==> src/rtl/clk_div_prog.sv <==
// Programmable clock-enable divider: registered clk_div level and last-cycle shift_en strobe,
// with a runtime divisor that only changes at period boundaries, pause and phase restart.
module clk_div_prog #(
    parameter int CNT_W       = 8,
    parameter int DEFAULT_DIV = 4
) (
    input  logic             clk,
    input  logic             rst,
    input  logic             en,
    input  logic             restart,
    input  logic             div_load,
    input  logic [CNT_W-1:0] div_in,
    output logic             clk_div,
    output logic             shift_en,
    output logic [CNT_W-1:0] div_active,
    output logic             div_pending
);

    localparam logic [CNT_W-1:0] DIV_MIN = CNT_W'(2);
    localparam logic [CNT_W-1:0] DIV_RST = CNT_W'(DEFAULT_DIV);
    localparam logic [CNT_W-1:0] ONE     = CNT_W'(1);

    // Divisors below 2 cannot produce both a high and a low phase.
    function automatic logic [CNT_W-1:0] clamp_div(input logic [CNT_W-1:0] d);
        return (d < DIV_MIN) ? DIV_MIN : d;
    endfunction

    logic [CNT_W-1:0] cnt_q, cnt_d;
    logic [CNT_W-1:0] div_q, div_d;
    logic [CNT_W-1:0] pval_q, pval_d;
    logic             pend_q, pend_d;
    logic             clk_div_q, clk_div_d;
    logic             shift_en_q, shift_en_d;

    logic [CNT_W-1:0] load_val;
    logic [CNT_W-1:0] next_div;
    logic             wrap;

    assign load_val = clamp_div(div_in);
    // A load on the boundary edge bypasses the pending slot.
    assign next_div = div_load ? load_val : (pend_q ? pval_q : div_q);
    assign wrap     = (cnt_q == div_q - ONE);

    always_comb begin
        cnt_d      = cnt_q;
        div_d      = div_q;
        pval_d     = pval_q;
        pend_d     = pend_q;
        clk_div_d  = clk_div_q;
        shift_en_d = 1'b0;
        if (restart) begin
            cnt_d     = '0;
            div_d     = next_div;
            pend_d    = 1'b0;
            clk_div_d = 1'b1;
        end else if (en) begin
            if (wrap) begin
                cnt_d  = '0;
                div_d  = next_div;
                pend_d = 1'b0;
            end else begin
                cnt_d = cnt_q + ONE;
                if (div_load) begin
                    pval_d = load_val;
                    pend_d = 1'b1;
                end
            end
            // Outputs are decoded from the next state so they line up with the new count.
            clk_div_d  = (cnt_d < (div_d >> 1));
            shift_en_d = (cnt_d == div_d - ONE);
        end else if (div_load) begin
            pval_d = load_val;
            pend_d = 1'b1;
        end
    end

    always_ff @(posedge clk) begin
        if (rst) begin
            cnt_q      <= DIV_RST - ONE;
            div_q      <= DIV_RST;
            pval_q     <= '0;
            pend_q     <= 1'b0;
            clk_div_q  <= 1'b0;
            shift_en_q <= 1'b0;
        end else begin
            cnt_q      <= cnt_d;
            div_q      <= div_d;
            pval_q     <= pval_d;
            pend_q     <= pend_d;
            clk_div_q  <= clk_div_d;
            shift_en_q <= shift_en_d;
        end
    end

    assign clk_div     = clk_div_q;
    assign shift_en    = shift_en_q;
    assign div_active  = div_q;
    assign div_pending = pend_q;

endmodule

==> config.mk <==
export PLATFORM = sky130hd
export DESIGN_NAME = clk_div_prog
export DESIGN_NICKNAME = d
export VERILOG_FILES = /design/src/rtl/clk_div_prog.sv
export SDC_FILE = /design/constraint.sdc
export NUM_CORES = 1
export LEC_CHECK = 0
export ABC_AREA = 1
export BUFFER_PORTS_ARGS = -buffer_cell sky130_fd_sc_hd__buf_2
export CAP_MARGIN = 25
export CORE_ASPECT_RATIO = 1.75
export CORE_UTILIZATION = 40
export DETAILED_ROUTE_END_ITERATION = 8
export GPL_ROUTABILITY_DRIVEN = 0
export SLEW_MARGIN = 20
export SYNTH_ARGS = -nofsm -noshare
export SYNTH_HDL_FRONTEND = slang
export SYNTH_SLANG_ARGS = --single-unit
==> constraint.sdc <==
create_clock -name clk -period 3.2 [get_ports clk]
set_input_delay 0.48 -clock clk [delete_from_list [all_inputs] [get_ports clk]]
set_output_delay 0.48 -clock clk [all_outputs]
set_load 0.1 [all_outputs]
After elaboration in Yosys (flattened, before gate mapping)
Index checks and enable logic that the tools add are counted.

cells by class
  add/sub/neg operators = 3
  $lt $le $gt $ge = 2
  equal/unequal tests = 3
  mux-type cells = 21
  bitwise operators = 2
  reductions and logical operators = 4

operator list
  cell                                                        count
  2-to-1 mux 8 bit                                            14
  equality test 8 bit                                         2
  subtractor 8 x 1 -> 8 bit, second input constant            2
  adder 8 x 1 -> 8 bit, second input constant                 1
  less-than comparator 8 x 2 -> 1 bit, second input constant  1
  less-than comparator 8 x 7 -> 1 bit                         1
  2-to-1 mux 1 bit                                            5
  2-to-1 mux 2 bit                                            2
  OR reduction 3 bit                                          1
  != test 2 bit, second input constant                        1
  NOT 1 bit                                                   2
  AND reduction 2 bit                                         1
  nonzero test 2 bit                                          1
  OR reduction 2 bit                                          1

storage, ports and cells
  register bits after elaboration = 27
  bits of input ports = 13
  output and inout bits = 11
  word-level logic and storage cells = 42

Depth between registers and ports, before layout
Gate-level depths: netlist (run 1).

  depth after elaboration = 9
  gate-level depth with buffers = 23
  depth with buffers taken out = 23

Least setup slack after synthesis (run 1)
Ideal clock, no wire load.

  kind = reg2reg
  from = register div_q[1] (netlist: div_active[1])
  to = register clk_div_q (netlist: clk_div)
  setup time = 70 ps
  data arrival time = 3,226 ps
  required time = 3,130 ps
  setup slack = -96 ps
  cell stages (with the launch flop) = 19
  path buffers = 1
  clock period less this slack = 3,296 ps
  path through = dfxtp_1 -> inv_1 -> ha_1 -> inv_1 -> nand2_1 -> nand2_1 -> nor2_2 -> nand3_1 -> nor2_1 -> nand3_4 -> buf_6 -> nand2_2 -> nor2_2 -> ha_1 -> a21oi_1 -> nor2_1 -> nor4_1 -> nand2_1 -> a21oi_1

between the ends
  cells in the longest elaborated chain, start to end = 8
  elaborated cells between the ends (all ways) = 13
  those cells by class = 1 x add/sub; 1 x order compare; 1 x eq/ne; 10 x mux

RTL lines
  element                                                        line    RTL
  start, declared                                                29      logic [CNT_W-1:0] div_q, div_d;
  start signal, assigned                                         87      div_q <= div_d;
  subtractor 8 x 1 -> 8 bit or 2-to-1 mux 8 bit (tied branches)  42, 41
  equality test 8 bit or 2-to-1 mux 8 bit (tied branches)        42, 41
  2-to-1 mux 8 bit                                               57      if (wrap) begin
  2-to-1 mux 8 bit                                               56      end else if (en) begin
  2-to-1 mux 8 bit                                               51      if (restart) begin
  less-than comparator 8 x 7 -> 1 bit *                          69      clk_div_d = (cnt_d < (div_d >> 1));
  2-to-1 mux 1 bit *                                             56
  2-to-1 mux 1 bit *                                             51
  end signal, assigned                                           90      clk_div_q <= clk_div_d;
  end, declared                                                  32      logic clk_div_q, clk_div_d;

Every way passes the cells marked *; elsewhere a longest branch is shown, timed or not. The select of a mux whose other input is x is not followed.
A chain may end at the register's enable or synchronous reset.

Worst setup path in the final report (run 1)
  from = register div_q[0] (netlist: div_active[0])
  to = register clk_div_q (netlist: clk_div)

between the ends
  cells in the longest elaborated chain, start to end = 8
  elaborated cells between the ends (all ways) = 11
  those cells by class = 1 x add/sub; 1 x order compare; 1 x eq/ne; 8 x mux

RTL lines
  element                                line  RTL
  subtractor 8 x 1 -> 8 bit *            42    assign wrap = (cnt_q == div_q - ONE);
  equality test 8 bit *                  42
  2-to-1 mux 8 bit                       57
  2-to-1 mux 8 bit                       56
  2-to-1 mux 8 bit                       51
  less-than comparator 8 x 7 -> 1 bit *  69
  2-to-1 mux 1 bit *                     56
  2-to-1 mux 1 bit *                     51

Marks and branches as above.

==> results of run 1 <==
## cells by family after synthesis
| logic type | count (synthesis) |
|---|---|
| AOI/OAI and AO/OA | 71 |
| xor gates and xnor gates | 5 |
| buffers and inverters | 61 |
| adders and majority gates | 9 |
| and+or+nand+nor | 208 |
| DFF | 27 |
## layer usage
metal	routed length (µm)	global-route usage	vias up	share of wire
met4	341	0.132	0	0.048
li1	-	-	1304	-
met2	3790	0.487	62	0.53
met1	2740	0.261	1157	0.38
met5	0	0	-	0
met3	258	0.0201	19	0.036
## report_power, final
part	total, mW	internal, mW	switching, mW
Sequential	0.387	0.360	0.0275
Combinational	0.534	0.163	0.371
Clock	0.219	0.0892	0.130
Total	1.14	0.612	0.528
## stage by stage
stage	hold slack, ns	utilization	setup slack [ns]	area, µm²	cells
6_report	0.433	0.470	0.339	2620	486
5_1_grt	0.428	0.470	0.0648	2620	486
2_1_floorplan	0.455	-	0.158	2340	381
4_1_cts	0.425	0.463	0.351	2580	481
3_3_place_gp	0.463	0.454	0.463	2530	477
3_5_place_dp	0.473	0.454	0.381	2530	477
## flip-flops by register name, indices dropped and copies added (netlist names)
signal       cells
shift_en         1
pval_q           8
clk_div          1
div_active       8
div_pending      1
cnt_q            8
## layout by cell type, fill, tap and decap left out, drive strengths merged
master,n
inv,54
a211oi,2
nor4,1
nand3,41
a31oi,1
nor3,5
clkbuf,3
xnor2,1
a22oi,1
o22ai,7
a21oi,19
nand4,3
ha,9
nor2,46
o21ai,37
dfxtp,27
or2,3
clkinv,2
clkinvlp,1
nand2,109
buf,30
o211ai,4
xor2,4
## repair_timing
| action | CTS | global route |
|---|---|---|
| buffers inserted | 0 | 5 |
| gates resized for setup | 0 | 1 |
| setup endpoints to repair | 0 | 1 |
## layout make-up
class / instances / area share
Inverter: 56 / 0.0806
Timing Repair Buffer: 30 / 0.0639
Clock buffer: 3 / 0.0157
Clock inverter: 1 / 0.00286
Multi-Input combinational cell: 293 / 0.594
Sequential cell: 27 / 0.207
Tap cell: 76 / 0.0362
## worst max-delay path: stages, from the launching register on
cell	delay (ns)
dfxtp_2	0.39
inv_2	0.08
ha_2	0.33
inv_1	0.04
nand2_1	0.05
nand2_1	0.05
nor2_2	0.09
nand3_1	0.08
nor2_1	0.18
nand3_4	0.17
buf_4	0.20
nand2_1	0.10
o21ai_4	0.09
ha_1	0.30
a21oi_1	0.18
nor2_1	0.06
nor4_1	0.22
nand2_1	0.08
a21oi_1	0.11
## path summary, 6_finish.rpt
check / start / end / cells past startpoint / slack, ns
setup / recovery: div_active[0]$_SDFFE_PP0P_ / clk_div$_SDFFE_PP0P_ / 18 / 0.34
hold / removal: rst / clk_div$_SDFFE_PP0P_ / 2 / 0.43
setup reg to reg: div_active[0]$_SDFFE_PP0P_ / clk_div$_SDFFE_PP0P_ / 18 / 0.34
hold reg to reg: pval_q[4]$_SDFFE_PP0P_ / pval_q[4]$_SDFFE_PP0P_ / 2 / 0.50
==> qor.csv, run 1 <==
stage,metric,value,unit
timing,rsz0062_at_grt,no,
layout,diodes,0,
yosys,ys_seq_area_frac,0.232,
clock_tree,htree_levels,1,
placement,io_buffers,23,
global_routing,overflow,0,
timing,slew_headroom,0.682,
placement,dpl.hpwl,5790,µm
yosys,yosysTopAreaCell,dfxtp_1,
die,die_h,103,µm
yosys,synth_area_per_cell,6.12,µm²
routing,drt_iter0_drc,86,
routing,ant_nets,0,
timing,finalCritPeriodShare,0.894,
timing,fmax,0.349,GHz
die,core.rowCount,36,
worst_setup_path,critPathKind,reg -> reg,
clock_tree,cts_tree,built,
yosys,synth_fa_ha_area_frac,0.0483,
worst_setup_path,endpoint_kind,flip-flop,
yosys,synth_commonest_cells,"nand2_1, inv_1, nor2_1",
timing,finalClockSkew,0.00434,ns
die,initial_core_util,0.418,
yosys,synth_top_family_by_area,simple AND/OR/NAND/NOR gates,
yosys,synth_most_common_cell,nand2_1,
yosys,synth_nets,403,
yosys,synth_xor_area_frac,0.0188,
clock_tree,clk-insertion-delay-late,0.29,ns
yosys,synthSimpleGateAreaFrac,0.431,
die,die_width,59.7,µm
worst_setup_path,cp_data_arrival_time,3.10,ns
yosys,synthArstFlopShare,0,
routing,wl_per_cell,14.7,µm
yosys,ys_types,34,
flow_run,maxCapViolCount,0,
die,core,0.00559,mm²
routing,dr.pass1.iters,5,
yosys,syn-cell-area,0.00233,mm²
yosys,ys_warn_count,0,
worst_setup_path,cp_data_required_time,3.44,ns
timing,hold_violations,0,
die,die-area,0.00616,mm²
clock_tree,cts.sinks,27,
timing,fin_setup_tns,0,ns
power,ir_worst_vdd,0.224,mV
die,num_io_pins,24,
global_routing,grt_pass1_wl,11600,µm
global_routing,grt_pass1_vias,2466,
global_routing,track_usage,0.254,
yosys,yosys.area.top_type_share,0.232,
power,p_leak,1.32,nW
outcome,status,"finished, final reports clean",
global_routing,antenna_found_initial,0,
yosys,synth_compound_area_frac,0.169,
yosys,synth_cells,381,
routing,routed_wl,7130,µm
layout,multi_input_comb_area,0.00156,mm²
layout,final_nets,433,
layout,areaGrowthSynthToFinish,12.4,%
yosys,synth.mux.area_fraction,0,
timing,finalSetupViolations,0,
worst_setup_path,crit_path_max_fanout,9,
power,fin_total_pwr,1.14,mW
yosys,synthTopCellsByArea,"dfxtp_1, nand2_1, inv_1",
clock_tree,clk_pin_slew,0.11,ns
timing,fin_crit,2.86,ns
routing,drc,0,
yosys,synth_edf_count,0,
layout,fillers,653,
clock_tree,clk_path_buf_depth,2,
clock_tree,cts_hold_buf,0,
global_routing,grt_max_degree,17,
power,p_per_area,434,mW/mm²
yosys,ys_ff_latch,27,
clock_tree,numCtsBuffers,3,
layout,ff_latch_area,543,µm²
yosys,ys.flop_type,dfxtp_1,
layout,drive_gt1_frac,0.198,
routing,vias,2542,
timing,finalMaxSlewViolations,0,
worst_setup_path,start_kind,flip-flop,
hold_path,min_path_type,in -> reg,
routing,avgViaCountPerCell,5.23,
clock_tree,cts-root-buf,clkbuf_8,
timing,worst_pin_slew,0.477,ns
Note: power is estimated with default switching activity, not from simulation.
==> inputs of run 2 (changes only) <==
CORE_UTILIZATION = 45   (was 40)
CTS_BUF_LIST = sky130_fd_sc_hd__clkbuf_8   (was default)
==> qor.csv, run 2 (synthesized netlist as in run 1, its figures left out) <==
stage,metric,value,unit,change
power,ir_worst_vdd,0.263,mV,was 0.224 mV
timing,finalSetupViolations,0,,unchanged
power,internal-power,0.610,mW,was 0.612 mW
timing,rsz0062_at_grt,no,,unchanged
worst_setup_path,regToRegSetupSlack,0.41,ns,was 0.34 ns
timing,setup_ws,0.406,ns,was 0.339 ns
timing,slew_headroom,0.671,,was 0.682
power,comb_power_share,0.469,,was 0.468
worst_setup_path,endpoint_kind,flip-flop,,unchanged
die,core.rowCount,34,,was 36
layout,final_nets,433,,unchanged
worst_setup_path,start_kind,flip-flop,,unchanged
global_routing,track_usage,0.262,,was 0.254
layout,areaGrowthSynthToFinish,11.2,%,was 12.4%
die,die_width,56.4,µm,was 59.7 µm
global_routing,overflow,0,,unchanged
routing,wl_met3,183,µm,was 258 µm
routing,vias,2481,,"was 2,542"
worst_setup_path,ff2ff_path_depth,18,,unchanged
placement,place_ws,0.320,ns,was 0.381 ns
layout,drive_gt1_frac,0.195,,was 0.198
routing,ant_nets,0,,unchanged
routing,drt_iter0_drc,77,,was 86
routing,wl_per_cell,14.5,µm,was 14.7 µm
routing,drc,0,,unchanged
worst_setup_path,crit_start,div_active[0]$_SDFFE_PP0P_,,unchanged
power,p_per_area,434,mW/mm²,about the same
clock_tree,clk-insertion-delay-late,0.29,ns,about the same
clock_tree,clk_pin_slew,0.10,ns,was 0.11 ns
clock_tree,cts_hold_buf,0,,unchanged
worst_setup_path,crit_path_max_fanout,10,,was 9
layout,final_common_cell,nand2_1,,unchanged
global_routing,antenna_found_initial,0,,unchanged
routing,drt-met1-wl,2760,µm,was 2740 µm
routing,dr.pass1.iters,4,,was 5
placement,dpl.hpwl,5510,µm,was 5790 µm
routing,avgViaCountPerCell,5.35,,was 5.23
routing,highest_layer,met4,,unchanged
routing,routed-wl-met2,3470,µm,was 3790 µm
die,num_io_pins,24,,unchanged
flow_run,maxCapViolCount,0,,unchanged
clock_tree,numCtsBuffers,3,,unchanged
power,p_sw_frac,0.458,,was 0.463
timing,fin_crit,2.79,ns,was 2.86 ns
layout,mostFrequentLayoutCells,"nand2_1, inv_1, nor2_1",,unchanged
power,seq_power_share,0.343,,was 0.340
global_routing,grt_pass1_wl,11200,µm,"was 11,600 µm"
timing,worst_pin_slew,0.497,ns,was 0.477 ns
die,initial_core_util,0.469,,was 0.418
outcome,status,"finished, final reports clean",,unchanged
clock_tree,cts_tree,built,,unchanged
timing,fin_setup_tns,0,ns,unchanged
hold_path,min-delay-start,rst,,unchanged
timing,finalMaxSlewViolations,0,,unchanged
placement,io_buffers,23,,unchanged
clock_tree,clk_path_buf_depth,2,,unchanged
timing,finalClockSkew,0.00397,ns,was 0.00434 ns
die,core,0.00498,mm²,was 0.00559 mm²
worst_setup_path,cp_data_arrival_time,3.02,ns,was 3.10 ns
worst_setup_path,reg2reg_to,clk_div$_SDFFE_PP0P_,,unchanged
hold_path,whs_path_depth,2,,unchanged
worst_setup_path,rr_startpoint,div_active[0]$_SDFFE_PP0P_,,unchanged
worst_setup_path,critPathKind,reg -> reg,,unchanged
clock_tree,htree_levels,1,,unchanged
layout,diodes,0,,unchanged
clock_tree,cts-root-buf,clkbuf_8,,unchanged
power,p_leak,1.32,nW,about the same
routing,routed_wl,6740,µm,was 7130 µm
timing,finalCritPeriodShare,0.873,,was 0.894
clock_tree,cts.sinks,27,,unchanged
global_routing,grt_pass1_vias,2411,,"was 2,466"
hold_path,min_to,clk_div$_SDFFE_PP0P_,,unchanged
power,p_sw,0.516,mW,was 0.528 mW
global_routing,grt_max_degree,17,,unchanged
die,die_h,97.3,µm,was 103 µm
timing,hold_violations,0,,unchanged
die,die-area,0.00549,mm²,was 0.00616 mm²
power,p_clk_frac,0.188,,was 0.192
timing,fmax,0.358,GHz,was 0.349 GHz
hold_path,min_path_type,in -> reg,,unchanged
worst_setup_path,cp_data_required_time,3.43,ns,was 3.44 ns
run 2: cell type report:
class                      instances  area (µm²)
inverter                          56         211
clock buffer                       3        41.3
multi-input combinational        293        1560
timing repair buffer              30         168
fill                             550        2380
tap                               54        67.6
sequential                        27         543
clock inverter                     1        7.51
run 2: through the flow:
step	power [mW]	cells	hold slack (ns)	area (µm²)	util
after detailed placement	0.910	454	0.472	2500	0.502
after global placement	0.905	454	0.465	2500	0.502
after CTS	1.12	458	0.436	2550	0.512
after floorplan	0.803	381	0.455	2340	-
final	1.13	464	0.444	2590	0.521
after global routing	1.21	464	0.438	2590	0.521
run 2: how the worst max path moves through the flow:
stage	to
final	clk_div$_SDFFE_PP0P_
after global routing	shift_en$_SDFF_PP0_
after floorplan	clk_div$_SDFFE_PP0P_
after global placement	shift_en$_SDFF_PP0_
after CTS	clk_div$_SDFFE_PP0P_
after detailed placement	clk_div$_SDFFE_PP0P_
run 2: metal layers:
| metal | up-vias | global-route usage |
|---|---|---|
| met2 | 56 | 0.477 |
| met1 | 1102 | 0.284 |
| met5 | - | 0 |
| met3 | 21 | 0.0253 |
| li1 | 1302 | - |
| met4 | 0 | 0.144 |
run 2: power groups by stage:
| stage | clock network [mW] | registers (mW) | logic [mW] |
|---|---|---|---|
| finish | 0.212 | 0.386 | 0.528 |
| global route | 0.231 | 0.389 | 0.593 |
| CTS | 0.216 | 0.386 | 0.518 |
| detailed placement | 0 | 0.394 | 0.517 |
| global placement | 0 | 0.394 | 0.511 |
| floorplan | 0 | 0.461 | 0.343 |
run 2: critical path: stages (launching register included):
cell and delay (ns):
dfxtp_2 0.36, inv_2 0.10, ha_1 0.25, nand2_1 0.12, nor2_1 0.09, nand3_1 0.07, nand2_1 0.09, inv_1 0.05
nor2_2 0.12, nand3_4 0.16, buf_4 0.20, nand2_1 0.09, o21ai_4 0.09, ha_1 0.29, a21oi_1 0.16, nor2_1 0.06
nor4_1 0.22, nand2_1 0.09, a21oi_1 0.12
run 2: what timing repair did:
item                       CTS  global route
setup endpoints to repair    0             1
resized for setup            0             0
setup buffers                0             6
==> inputs of run 3 (changes only) <==
CORE_ASPECT_RATIO = default   (was 1.75)
==> qor.csv, run 3 (synthesized netlist as in run 1, its figures left out) <==
stage,metric,value,unit,change
outcome,status,"finished, final reports clean",,unchanged
timing,holdWs,0.467,ns,was 0.444 ns
routing,routed_wl,6750,µm,was 6740 µm
timing,slew_headroom,0.666,,was 0.671
routing,drc,0,,unchanged
global_routing,overflow,0,,unchanged
layout,final_common_cell,nand2_1,,unchanged
worst_setup_path,cp_data_arrival_time,3.05,ns,was 3.02 ns
clock_tree,clk-insertion-delay-late,0.28,ns,was 0.29 ns
routing,ant_nets,0,,unchanged
clock_tree,htree_levels,1,,unchanged
power,p_clk_frac,0.186,,was 0.188
power,seq_power_share,0.343,,about the same
layout,mostFrequentLayoutCells,"nand2_1, inv_1, nor2_1",,unchanged
timing,fin_setup_tns,0,ns,unchanged
routing,dr.pass1.iters,5,,was 4
timing,setup_ws,0.372,ns,was 0.406 ns
power,fin_total_pwr,1.12,mW,was 1.13 mW
hold_path,min_path_type,in -> reg,,unchanged
global_routing,grt_pass1_wl,11000,µm,"was 11,200 µm"
placement,place_ws,0.307,ns,was 0.320 ns
worst_setup_path,crit_path_max_fanout,9,,was 10
die,die_width,74.0,µm,was 56.4 µm
timing,fmax,0.354,GHz,was 0.358 GHz
power,ir_worst_vdd,0.213,mV,was 0.263 mV
clock_tree,clk_pin_slew,0.10,ns,about the same
layout,ff_latch_area,543,µm²,unchanged
routing,avgViaCountPerCell,5.24,,was 5.35
timing,finalMaxSlewViolations,0,,unchanged
timing,hold_violations,0,,unchanged
layout,drive_gt1_frac,0.193,,was 0.195
routing,vias,2495,,"was 2,481"
power,p_leak,1.32,nW,about the same
clock_tree,post_cts_resize_count,0,,unchanged
routing,drt_iter0_drc,177,,was 77
timing,worst_pin_slew,0.504,ns,was 0.497 ns
timing,fin_crit,2.83,ns,was 2.79 ns
layout,final_nets,432,,was 433
layout,fillers,511,,was 550
die,die_h,74.0,µm,was 97.3 µm
worst_setup_path,endpoint_kind,flip-flop,,unchanged
layout,multi_input_comb_area,0.00156,mm²,unchanged
clock_tree,numCtsBuffers,3,,unchanged
flow_run,maxCapViolCount,0,,unchanged
die,core,0.00485,mm²,was 0.00498 mm²
clock_tree,cts-root-buf,clkbuf_8,,unchanged
die,initial_core_util,0.481,,was 0.469
power,p_per_area,432,mW/mm²,was 434 mW/mm²
placement,io_buffers,23,,unchanged
global_routing,grt_pass1_vias,2214,,"was 2,411"
placement,dpl.hpwl,5320,µm,was 5510 µm
timing,finalClockSkew,0.00237,ns,was 0.00397 ns
power,internal-power,0.608,mW,was 0.610 mW
layout,diodes,0,,unchanged
die,num_io_pins,24,,unchanged
die,core.rowCount,25,,was 34
layout,final_util,0.537,,was 0.521
clock_tree,cts_tree,built,,unchanged
routing,wl_per_cell,14.2,µm,was 14.5 µm
power,p_sw_frac,0.459,,was 0.458
worst_setup_path,cp_data_required_time,3.42,ns,was 3.43 ns
layout,areaGrowthSynthToFinish,11.5,%,was 11.2%
global_routing,antenna_found_initial,0,,unchanged
timing,finalCritPeriodShare,0.884,,was 0.873
power,comb_power_share,0.471,,was 0.469
timing,finalSetupViolations,0,,unchanged
clock_tree,cts.sinks,27,,unchanged
global_routing,grt_max_degree,17,,unchanged
worst_setup_path,start_kind,flip-flop,,unchanged
clock_tree,clk_path_buf_depth,2,,unchanged
power,p_sw,0.515,mW,was 0.516 mW
die,die-area,0.00548,mm²,was 0.00549 mm²
worst_setup_path,critPathKind,reg -> reg,,unchanged
timing,rsz0062_at_grt,no,,unchanged
global_routing,track_usage,0.266,,was 0.262
run 3: cell types whose count changed in the layout (fill, tap and decap cells not counted):
cell	change
buf_4	-1
run 3: power groups by stage:
| stage | registers (mW) | logic, mW | clock network [mW] |
|---|---|---|---|
| after floorplan | 0.461 | 0.343 | 0 |
| after global routing | 0.389 | 0.592 | 0.226 |
| after detailed placement | 0.392 | 0.516 | 0 |
| after CTS | 0.385 | 0.518 | 0.216 |
| final | 0.385 | 0.529 | 0.209 |
| after global placement | 0.392 | 0.512 | 0 |
run 3: area by class of cell:
type | count | share of cell area
Clock buffer | 3 | 0.0159
Clock inverter | 1 | 0.00288
Inverter | 56 | 0.0812
Multi-Input combinational cell | 293 | 0.598
Sequential cell | 27 | 0.209
Tap cell | 67 | 0.0322
Timing Repair Buffer | 29 | 0.0615
run 3: worst max-delay path, cell delays in order (launching register included):
cell and delay (ns):
dfxtp_2 0.38, inv_2 0.07, ha_1 0.31, inv_1 0.04, nand2_1 0.05, nand2_1 0.05
nor2_2 0.09, nand3_1 0.08, nor2_1 0.18, nand3_4 0.16, buf_4 0.19, nand2_1 0.09
o21ai_4 0.09, ha_1 0.29, a21oi_1 0.18, nor2_1 0.06, nor4_1 0.22, nand2_1 0.09
a21oi_1 0.11
run 3: path summary, 6_finish.rpt:
path	start	slack [ns]	cells past startpoint	endpoint
worst max-delay path	div_active[0]$_SDFFE_PP0P_	0.37	18	clk_div$_SDFFE_PP0P_
worst min-delay path	rst	0.47	2	clk_div$_SDFFE_PP0P_
worst max register to register	div_active[0]$_SDFFE_PP0P_	0.37	18	clk_div$_SDFFE_PP0P_
worst min register to register	pval_q[4]$_SDFFE_PP0P_	0.50	2	pval_q[4]$_SDFFE_PP0P_
run 3: per-layer routing:
metal	vias to the layer above	part of all wire	global-route usage
li1	1298	-	-
met1	1123	0.50	0.383
met2	65	0.45	0.425
met3	9	0.042	0.0257
met4	0	0.012	0.0641
met5	-	0	0
run 3: through the flow:
stage               instances  instance area, µm²
floorplan                 381                2340
global placement          468                2520
detailed placement        468                2520
CTS                       472                2570
global route              476                2600
finish                    476                2600
run 3: what timing repair did:
action	CTS	global route
hold buffers	0	0
hold endpoints to repair	0	0
buffers inserted	0	4
endpoints found under the setup margin	0	2
